<file path="src/rtl/quiz_response_scorer.sv">
// Per-question answer latch, close-time scoring and end-of-game ranking for three quiz players.
// Build option WRONG_PENALTY_EN: a locked wrong answer costs one point, floored at 0.
module quiz_response_scorer #(
    parameter int TIME_W = 12,
    parameter int NUM_Q  = 5
) (
    input  logic              clk,
    input  logic              reset,
    input  logic              tick_ms,
    input  logic              cctenable,
    input  logic              ld_game,
    input  logic [2:0]        question_selection,
    input  logic              endgame,
    input  logic [1:0]        correct_ans,
    input  logic              press_a,
    input  logic              press_b,
    input  logic              press_c,
    input  logic [1:0]        ans_a,
    input  logic [1:0]        ans_b,
    input  logic [1:0]        ans_c,
    output logic [2:0]        locked,
    output logic [1:0]        first_correct,
    output logic [3:0]        score_a,
    output logic [3:0]        score_b,
    output logic [3:0]        score_c,
    output logic [TIME_W+2:0] time_a,
    output logic [TIME_W+2:0] time_b,
    output logic [TIME_W+2:0] time_c,
    output logic [1:0]        rank1,
    output logic [1:0]        rank2,
    output logic [1:0]        rank3,
    output logic              rank_valid
);
    localparam int TT_W = TIME_W + 3;
    localparam logic [2:0][1:0] ORDER_INIT = {2'd2, 2'd1, 2'd0};
    localparam logic [2:0][1:0] RANK_NONE  = {2'd3, 2'd3, 2'd3};

    typedef enum logic [2:0] {IDLE, OPEN, CLOSE, RANK1, RANK2, RANK3, DONE} state_t;

    state_t                 state_q, state_d;
    logic                   cct_q;
    logic [TIME_W-1:0]      qtime_q;
    logic [2:0]             lock_q;
    logic [2:0][1:0]        ans_q;
    logic [2:0][TIME_W-1:0] lt_q;
    logic [1:0]             fc_q, first_q;
    logic [2:0][3:0]        score_q, score_nx;
    logic [2:0][TT_W-1:0]   time_q, time_nx;
    logic [2:0][1:0]        order_q, order_sw, rank_q;
    logic                   rank_valid_q;

    logic [2:0]             press_v, take, hit;
    logic [2:0][1:0]        ans_in;
    logic                   cct_rise, new_game, q_ok, later_better, s0;
    logic [1:0]             winner, p_e, p_l;

    assign press_v  = {press_c, press_b, press_a};
    assign ans_in   = {ans_c, ans_b, ans_a};
    assign cct_rise = cctenable & ~cct_q;
    assign new_game = ld_game && (question_selection == 3'b111);
    assign q_ok     = int'(question_selection) < NUM_Q;
    assign take     = press_v & ~lock_q;

    for (genvar i = 0; i < 3; i++) begin : g_pl
        logic               corr, bonus;
        logic [4:0]         s_add;
        logic [TT_W:0]      t_add;
        logic [3:0]         score_n;
        logic [TT_W-1:0]    time_n;

        assign hit[i] = take[i] && (ans_in[i] == correct_ans);
        assign corr   = lock_q[i] && (ans_q[i] == correct_ans);
        assign bonus  = (fc_q == 2'(i));
        assign s_add  = {1'b0, score_q[i]} + (bonus ? 5'd2 : 5'd1);
        assign t_add  = {1'b0, time_q[i]} + (TT_W+1)'(lt_q[i]);

        always_comb begin
            score_n = score_q[i];
            time_n  = time_q[i];
            if (corr) begin
                score_n = (s_add > 5'd15) ? 4'd15 : s_add[3:0];
                time_n  = t_add[TT_W] ? '1 : t_add[TT_W-1:0];
            end
`ifdef WRONG_PENALTY_EN
            else if (lock_q[i] && score_q[i] != 4'd0) begin
                score_n = score_q[i] - 4'd1;
            end
`endif
        end

        assign score_nx[i] = score_n;
        assign time_nx[i]  = time_n;
    end

    // Simultaneous correct presses resolve A > B > C.
    always_comb begin
        winner = 2'd3;
        if (hit[0])      winner = 2'd0;
        else if (hit[1]) winner = 2'd1;
        else if (hit[2]) winner = 2'd2;
    end

    // RANK2 compares slots 1/2; RANK1 and RANK3 compare slots 0/1.
    assign s0  = (state_q == RANK2);
    assign p_e = s0 ? order_q[1] : order_q[0];
    assign p_l = s0 ? order_q[2] : order_q[1];
    assign later_better = (score_q[p_l] > score_q[p_e]) ||
                          ((score_q[p_l] == score_q[p_e]) &&
                           ((time_q[p_l] < time_q[p_e]) ||
                            ((time_q[p_l] == time_q[p_e]) && (p_l < p_e))));

    always_comb begin
        order_sw = order_q;
        if (later_better) begin
            if (s0) begin
                order_sw[1] = order_q[2];
                order_sw[2] = order_q[1];
            end else begin
                order_sw[0] = order_q[1];
                order_sw[1] = order_q[0];
            end
        end
    end

    always_comb begin
        state_d = state_q;
        case (state_q)
            IDLE: begin
                if (endgame)               state_d = RANK1;
                else if (cct_rise && q_ok) state_d = OPEN;
            end
            OPEN:    if (!cctenable) state_d = CLOSE;
            CLOSE:   state_d = endgame ? RANK1 : IDLE;
            RANK1:   state_d = RANK2;
            RANK2:   state_d = RANK3;
            RANK3:   state_d = DONE;
            DONE:    if (!endgame) state_d = IDLE;
            default: state_d = IDLE;
        endcase
    end

    always_ff @(posedge clk) begin
        if (!reset) state_q <= IDLE;
        else        state_q <= state_d;
    end

    // Edge detector keeps sampling through reset so a held cctenable does not reopen a question.
    always_ff @(posedge clk) cct_q <= cctenable;

    always_ff @(posedge clk) begin
        if (!reset) begin
            qtime_q      <= '0;
            lock_q       <= '0;
            ans_q        <= '0;
            lt_q         <= '0;
            fc_q         <= 2'd3;
            first_q      <= 2'd3;
            score_q      <= '0;
            time_q       <= '0;
            order_q      <= ORDER_INIT;
            rank_q       <= RANK_NONE;
            rank_valid_q <= 1'b0;
        end else begin
            case (state_q)
                IDLE: begin
                    if (new_game) begin
                        score_q      <= '0;
                        time_q       <= '0;
                        first_q      <= 2'd3;
                        rank_q       <= RANK_NONE;
                        rank_valid_q <= 1'b0;
                    end
                    if (state_d == OPEN) begin
                        lock_q  <= '0;
                        ans_q   <= '0;
                        lt_q    <= '0;
                        qtime_q <= '0;
                        fc_q    <= 2'd3;
                    end
                    if (state_d == RANK1) order_q <= ORDER_INIT;
                end
                OPEN: begin
                    if (tick_ms && qtime_q != '1) qtime_q <= qtime_q + 1'b1;
                    for (int i = 0; i < 3; i++) begin
                        if (take[i]) begin
                            lock_q[i] <= 1'b1;
                            ans_q[i]  <= ans_in[i];
                            lt_q[i]   <= qtime_q;
                        end
                    end
                    if (fc_q == 2'd3 && winner != 2'd3) fc_q <= winner;
                end
                CLOSE: begin
                    score_q <= score_nx;
                    time_q  <= time_nx;
                    first_q <= fc_q;
                    if (state_d == RANK1) order_q <= ORDER_INIT;
                end
                RANK1, RANK2: order_q <= order_sw;
                RANK3: begin
                    order_q      <= order_sw;
                    rank_q       <= order_sw;
                    rank_valid_q <= 1'b1;
                end
                DONE: if (!endgame) rank_valid_q <= 1'b0;
                default: ;
            endcase
        end
    end

    assign locked        = lock_q;
    assign first_correct = first_q;
    assign score_a       = score_q[0];
    assign score_b       = score_q[1];
    assign score_c       = score_q[2];
    assign time_a        = time_q[0];
    assign time_b        = time_q[1];
    assign time_c        = time_q[2];
    assign rank1         = rank_q[0];
    assign rank2         = rank_q[1];
    assign rank3         = rank_q[2];
    assign rank_valid    = rank_valid_q;
endmodule

</file>
<file path="config.mk">
export PLATFORM = sky130hd
export DESIGN_NAME = quiz_response_scorer
export DESIGN_NICKNAME = d
export VERILOG_FILES = /design/src/rtl/quiz_response_scorer.sv
export SDC_FILE = /design/constraint.sdc
export NUM_CORES = 1
export LEC_CHECK = 0
export BUFFER_PORTS_ARGS = -buffer_cell sky130_fd_sc_hd__clkbuf_2
export CORE_UTILIZATION = 45
export DETAILED_ROUTE_END_ITERATION = 6
export GPL_ROUTABILITY_DRIVEN = 0
export PLACE_DENSITY = 0.69
export SLEW_MARGIN = 20
export SYNTH_ARGS = -nofsm -noshare
export SYNTH_HDL_FRONTEND = slang
export SYNTH_SLANG_ARGS = --single-unit
</file>
<file path="constraint.sdc">
create_clock -name clk -period 5 [get_ports clk]
set_input_delay 0.5 -clock clk [delete_from_list [all_inputs] [get_ports clk]]
set_output_delay 0.5 -clock clk [all_outputs]
set_load 0.005 [all_outputs]
</file>
# Word-level counts from Yosys, hierarchy flattened
# Cells that the tools add are included.
# totals
in_bits,20
elab_cells,188
ff_bits,135
out_inout_bits,69
# op_classes
magnitude_cmp,9
add_sub_neg,7
bitwise,4
n_reduce_logical,35
eq_ne,34
muxes,72
# op_table
op,count
two-way mux 15 bit,8
one-hot mux 45 bit (2 select lines),1
two-way mux 12 bit,6
one-hot mux 36 bit (2 select lines),1
binary-select mux 15 bit (select 2 bit),2
adder 15 x 12 -> 16 bit,3
one-hot mux 12 bit (2 select lines),2
two-way mux 45 bit,1
two-way mux 36 bit,1
one-hot mux 6 bit (2 select lines),3
two-way mux 2 bit,17
two-way mux 4 bit,8
AND reduction 3 bit,9
two-way mux 6 bit,4
"inequality test 2 bit, second input constant",12
one-hot mux 3 bit (7 select lines),1
binary-select mux 4 bit (select 2 bit),2
adder 4 x 2 -> 5 bit,3
equality test 15 bit,1
"greater-than comparator 5 x 4 -> 1 bit, second input constant",3
less-than comparator 15 bit,1
two-way mux 3 bit,5
"adder 12 x 1 -> 12 bit, second input constant",1
equality test 2 bit,6
29 further kinds,60

# Depth between registers and ports, before layout
# logic_depth
depth_word,11
mapped_depth,19
ltp_nobuf,15

# Worst setup path before layout
# No wires, ideal clock.
# synth_path
path_kind,register to register
start,reg state_q[1]
end,reg order_q[0] in the netlist's numbering
n_path_buf,4
t_arrival_ps,3529
stages_incl_launch_ff,19
setup_ps,122
synth_period_minus_slack_ps,3651
path_slack_ps,1349
t_required_ps,4878
path_cell_list,dfxtp_1 > nand2b_1 > or2_1 > clkbuf_1 > nand2_1 > and2_1 > buf_2 > buf_2 > mux2i_1 > o21ai_1 > ha_1 > nand4_1 > a21oi_1 > o31a_1 > o31a_1 > nor2_1 > clkbuf_1 > and3_1 > o22ai_1
# synth_between
elab_chain_cells,11
word_cells_on_any_way,40
classes_between,order compare: 3; eq/ne: 10; mux: 18; reduce/logical: 9
# synth_rtl
element,line_no,rtl
from (decl),40,"state_t state_q, state_d;"
from (signal assigned),144,else state_q <= state_d;
branches (longest 11 deep; another with less-than comparator 15 bit),--,
to (signal assigned),199,"RANK1, RANK2: order_q <= order_sw;"
to (signal assigned),201,order_q <= order_sw;
to (decl),49,"logic [2:0][1:0] order_q, order_sw, rank_q;"
# Parallel ways; which one is timed is not known. The select of a mux whose other input is x is not followed.
# A chain may end at the register's enable or synchronous reset.

# Worst setup path after layout
# layout_path
start,reg state_q[1]
end,reg order_q[5] in the netlist's numbering
# The elaborated chain is that of the path after synthesis.

==> results.yml <==
yosys:
  synthMostInstantiatedCell: "a21oi_1"
  synth-seq-cells: 135
  synthArstFlopShare: 0
  yosysWarnings: 0
  yosys-top-cells-area: "dfxtp_1 32%, ha_1 9.2%, a21oi_1 8.1%, nand2_1 5.3%, nor2_1 4.6%"
  yosys.area.top_type: "dfxtp_1"
  synth_edf_count: 0
  synth_top_cell_area_share: 0.315
  netlist_area_sq_mm: 0.00858
  synth_top_cells_by_count: "139 x a21oi_1, 135 x dfxtp_1, 122 x nand2_1"
  ys.flop_type: "dfxtp_1"
  seq_area_frac_synth: 0.315
  avgSynthCellArea_sq_um: 7.87
  ys_types: 66
  syn_inst: 1089
  syn_nets: 1178
sta:
  fmax_mhz: 242
  setup_viol: 0
  hold-worst-slack_ns: 0.227
  maxSlewHeadroom: 0.302
  fin_tns_setup_ns: 0
  rsz0062_at_grt: "no"
  worst_pin_slew_ns: 1.05
  slew_viol_final: 0
  finalCriticalPeriod_ns: 4.13
  setup_ws_ns: 0.865
  finClkSkew_ns: 0.00915
  timing.final.crit_share: 0.827
  hold_viol: 0
pwr:
  swShare: 0.284
  p_sw_mw: 0.707
  p_int_mw: 1.79
  p_seq_frac: 0.443
  ir_drop_v: 0.000247
  clkPwrFrac: 0.459
  p_leak_nw: 3.85
  pwr-share-comb: 0.098
  p_per_area_mw_per_mm2: 257
final_layout:
  drive_gt1_frac: 0.127
  utilization: 0.518
  fill_cells: 1807
  final_area_sq_mm: 0.00969
  fin_nets: 1232
  syn_to_final_growth_pct: 13.0
  diodes: 0
setup_path:
  start_kind: "flip-flop"
  cp-end-kind: "flip-flop"
  path_max_fanout: 19
  path_class: "reg -> reg"
  r2r_setup_slack_ns: 0.87
  ff2ff_path_depth: 16
  worstPathArrival_ns: 4.46
  crit-reg2reg-capture: "order_q[5]"
  crit_required_ns: 5.32
  timing.rr.start: "state_q[1]"
  critPathLaunch: "state_q[1]"
global_route:
  overflow: 0
  grt_max_degree: 94
  grt_pass1_vias: 7798
  grt_pass1_wl_mm: 41.6
  grt_use_total: 0.273
  grt_antenna_before_repair: 0
placed_design:
  preCtsSetupSlack_ns: 0.963
  dp.final_hpwl_mm: 18.7
  port_buffers: 88
  place_area_sq_mm: 0.00915
die:
  start_util: 0.458
  die_w_um: 140
  fp.dieArea_sq_mm: 0.0196
  rows: 50
  io_pins: 89
  fp.dieH_um: 140
  coreArea_sq_mm: 0.0187
min_path:
  whs_path_depth: 1
  hold_path_class: "in -> reg"
  hold_end: "cct_q"
  hp-start: "cctenable"
clock_network:
  tritoncts: "yes"
  htree_levels: 4
  cts-root-buf: "clkbuf_16"
  clkTransAtPathRegs_ns: 0.06
  post_cts_resized: 0
  clock_path_buffers: 2
  cts_buffers: 17
  cts_num_sinks: 135
  hold_buffers: 0
  clk_latency_ns: 0.44
  cts_setup_buffers: 0
detailed_routing:
  drtIter0Drc: 726
  drt_pass1_iterations: 6
  final_antenna_net_count: 0
  num_vias: 8480
  drc: 0
  wl_per_cell_um: 18.6
  vias_per_cell: 6.10
  routed_wl_mm: 25.9
status:
  status: "finished clean"
job:
  cap_violations: 0
[critical path, cell delays in order (launching register included)]
cell and delay, ns:
dfxtp_1 0.61, nand2b_1 0.25, or2_1 0.22, nand2_1 0.10, nand2_1 0.10, and2_1 0.58, nand2_1 0.11, o21ai_1 0.10
ha_1 0.26, a211oi_1 0.21, nor2_1 0.07, o31a_1 0.24, o31a_1 0.34, nor2_1 0.10, buf_4 0.17, nand3_1 0.20
o32a_1 0.35
[stage by stage]
step	total power, mW	cells
after floorplan	1.29	1089
after global placement	1.36	1358
after detailed placement	1.36	1358
after CTS	2.50	1390
after global routing	2.59	1390
final	2.49	1390
[kinds of logic after synthesis]
| kind of cell | synth area share |
|---|---|
| flops | 0.315 |
| mux | 0.0268 |
| xor+xnor | 0.0511 |
| compound gates | 0.254 |
| simple gates | 0.206 |
| fa+ha+maj | 0.106 |
| buf+inv | 0.0410 |
[area by class of cell]
class / count / area, sq um / share of cell area
Multi-Input combinational cell: 865 / 5540 / 0.572
Sequential cell: 135 / 2700 / 0.279
Timing Repair Buffer: 101 / 538 / 0.0555
Clock buffer: 18 / 429 / 0.0443
Tap cell: 234 / 293 / 0.0302
Clock inverter: 14 / 103 / 0.0106
Inverter: 23 / 86.3 / 0.00891
[state kept, by name, indices dropped and copies added (netlist names), 2 cells and up]
register / cells
lt_q: 36
ans_q: 6
state_q: 3
fc_q: 2
score_a: 4
locked: 3
time_b: 15
time_a: 15
rank1: 2
time_c: 15
first_correct: 2
rank2: 2
qtime_q: 12
rank3: 2
score_b: 4
order_q: 6
score_c: 4
[cells in the final DEF (no fill, tap or decap), drive strengths merged, types with 13 or more instances in the layout]
cell type  instances
nand2b            15
nand3             33
nand4             18
a21oi            139
ha                63
nor2             107
mux2i             23
nand2            122
nor3              31
xor2              18
a31oi             13
xnor2             32
inv               26
buf               13
clkbuf           106
o21ai             60
a32oi             27
a211oi            27
dfxtp            135
[power by group through the flow]
stage | Clock, mW | Combinational, mW | Sequential (mW)
3_5_place_dp | 0 | 0.236 | 1.13
4_1_cts | 1.16 | 0.238 | 1.10
5_1_grt | 1.22 | 0.265 | 1.11
6_report | 1.15 | 0.244 | 1.11
3_3_place_gp | 0 | 0.235 | 1.13
2_1_floorplan | 0 | 0.170 | 1.12
[worst max path at each step]
stage	endpoint	cells after the start
6_report	order_q[5]	16
5_1_grt	order_q[5]	16
4_1_cts	order_q[5]	16
3_3_place_gp	order_q[5]	16
2_1_floorplan	order_q[0]	18
3_5_place_dp	order_q[5]	16
[layer usage]
| layer | global-route usage | wire [um] | up-vias |
|---|---|---|---|
| met3 | 0.0526 | 1710 | 74 |
| met4 | 0.153 | 1210 | 0 |
| met5 | 0 | 0 | - |
| met2 | 0.415 | 11400 | 335 |
| met1 | 0.361 | 11500 | 3963 |
| li1 | - | - | 4108 |
(Power assumes the default switching activity.)
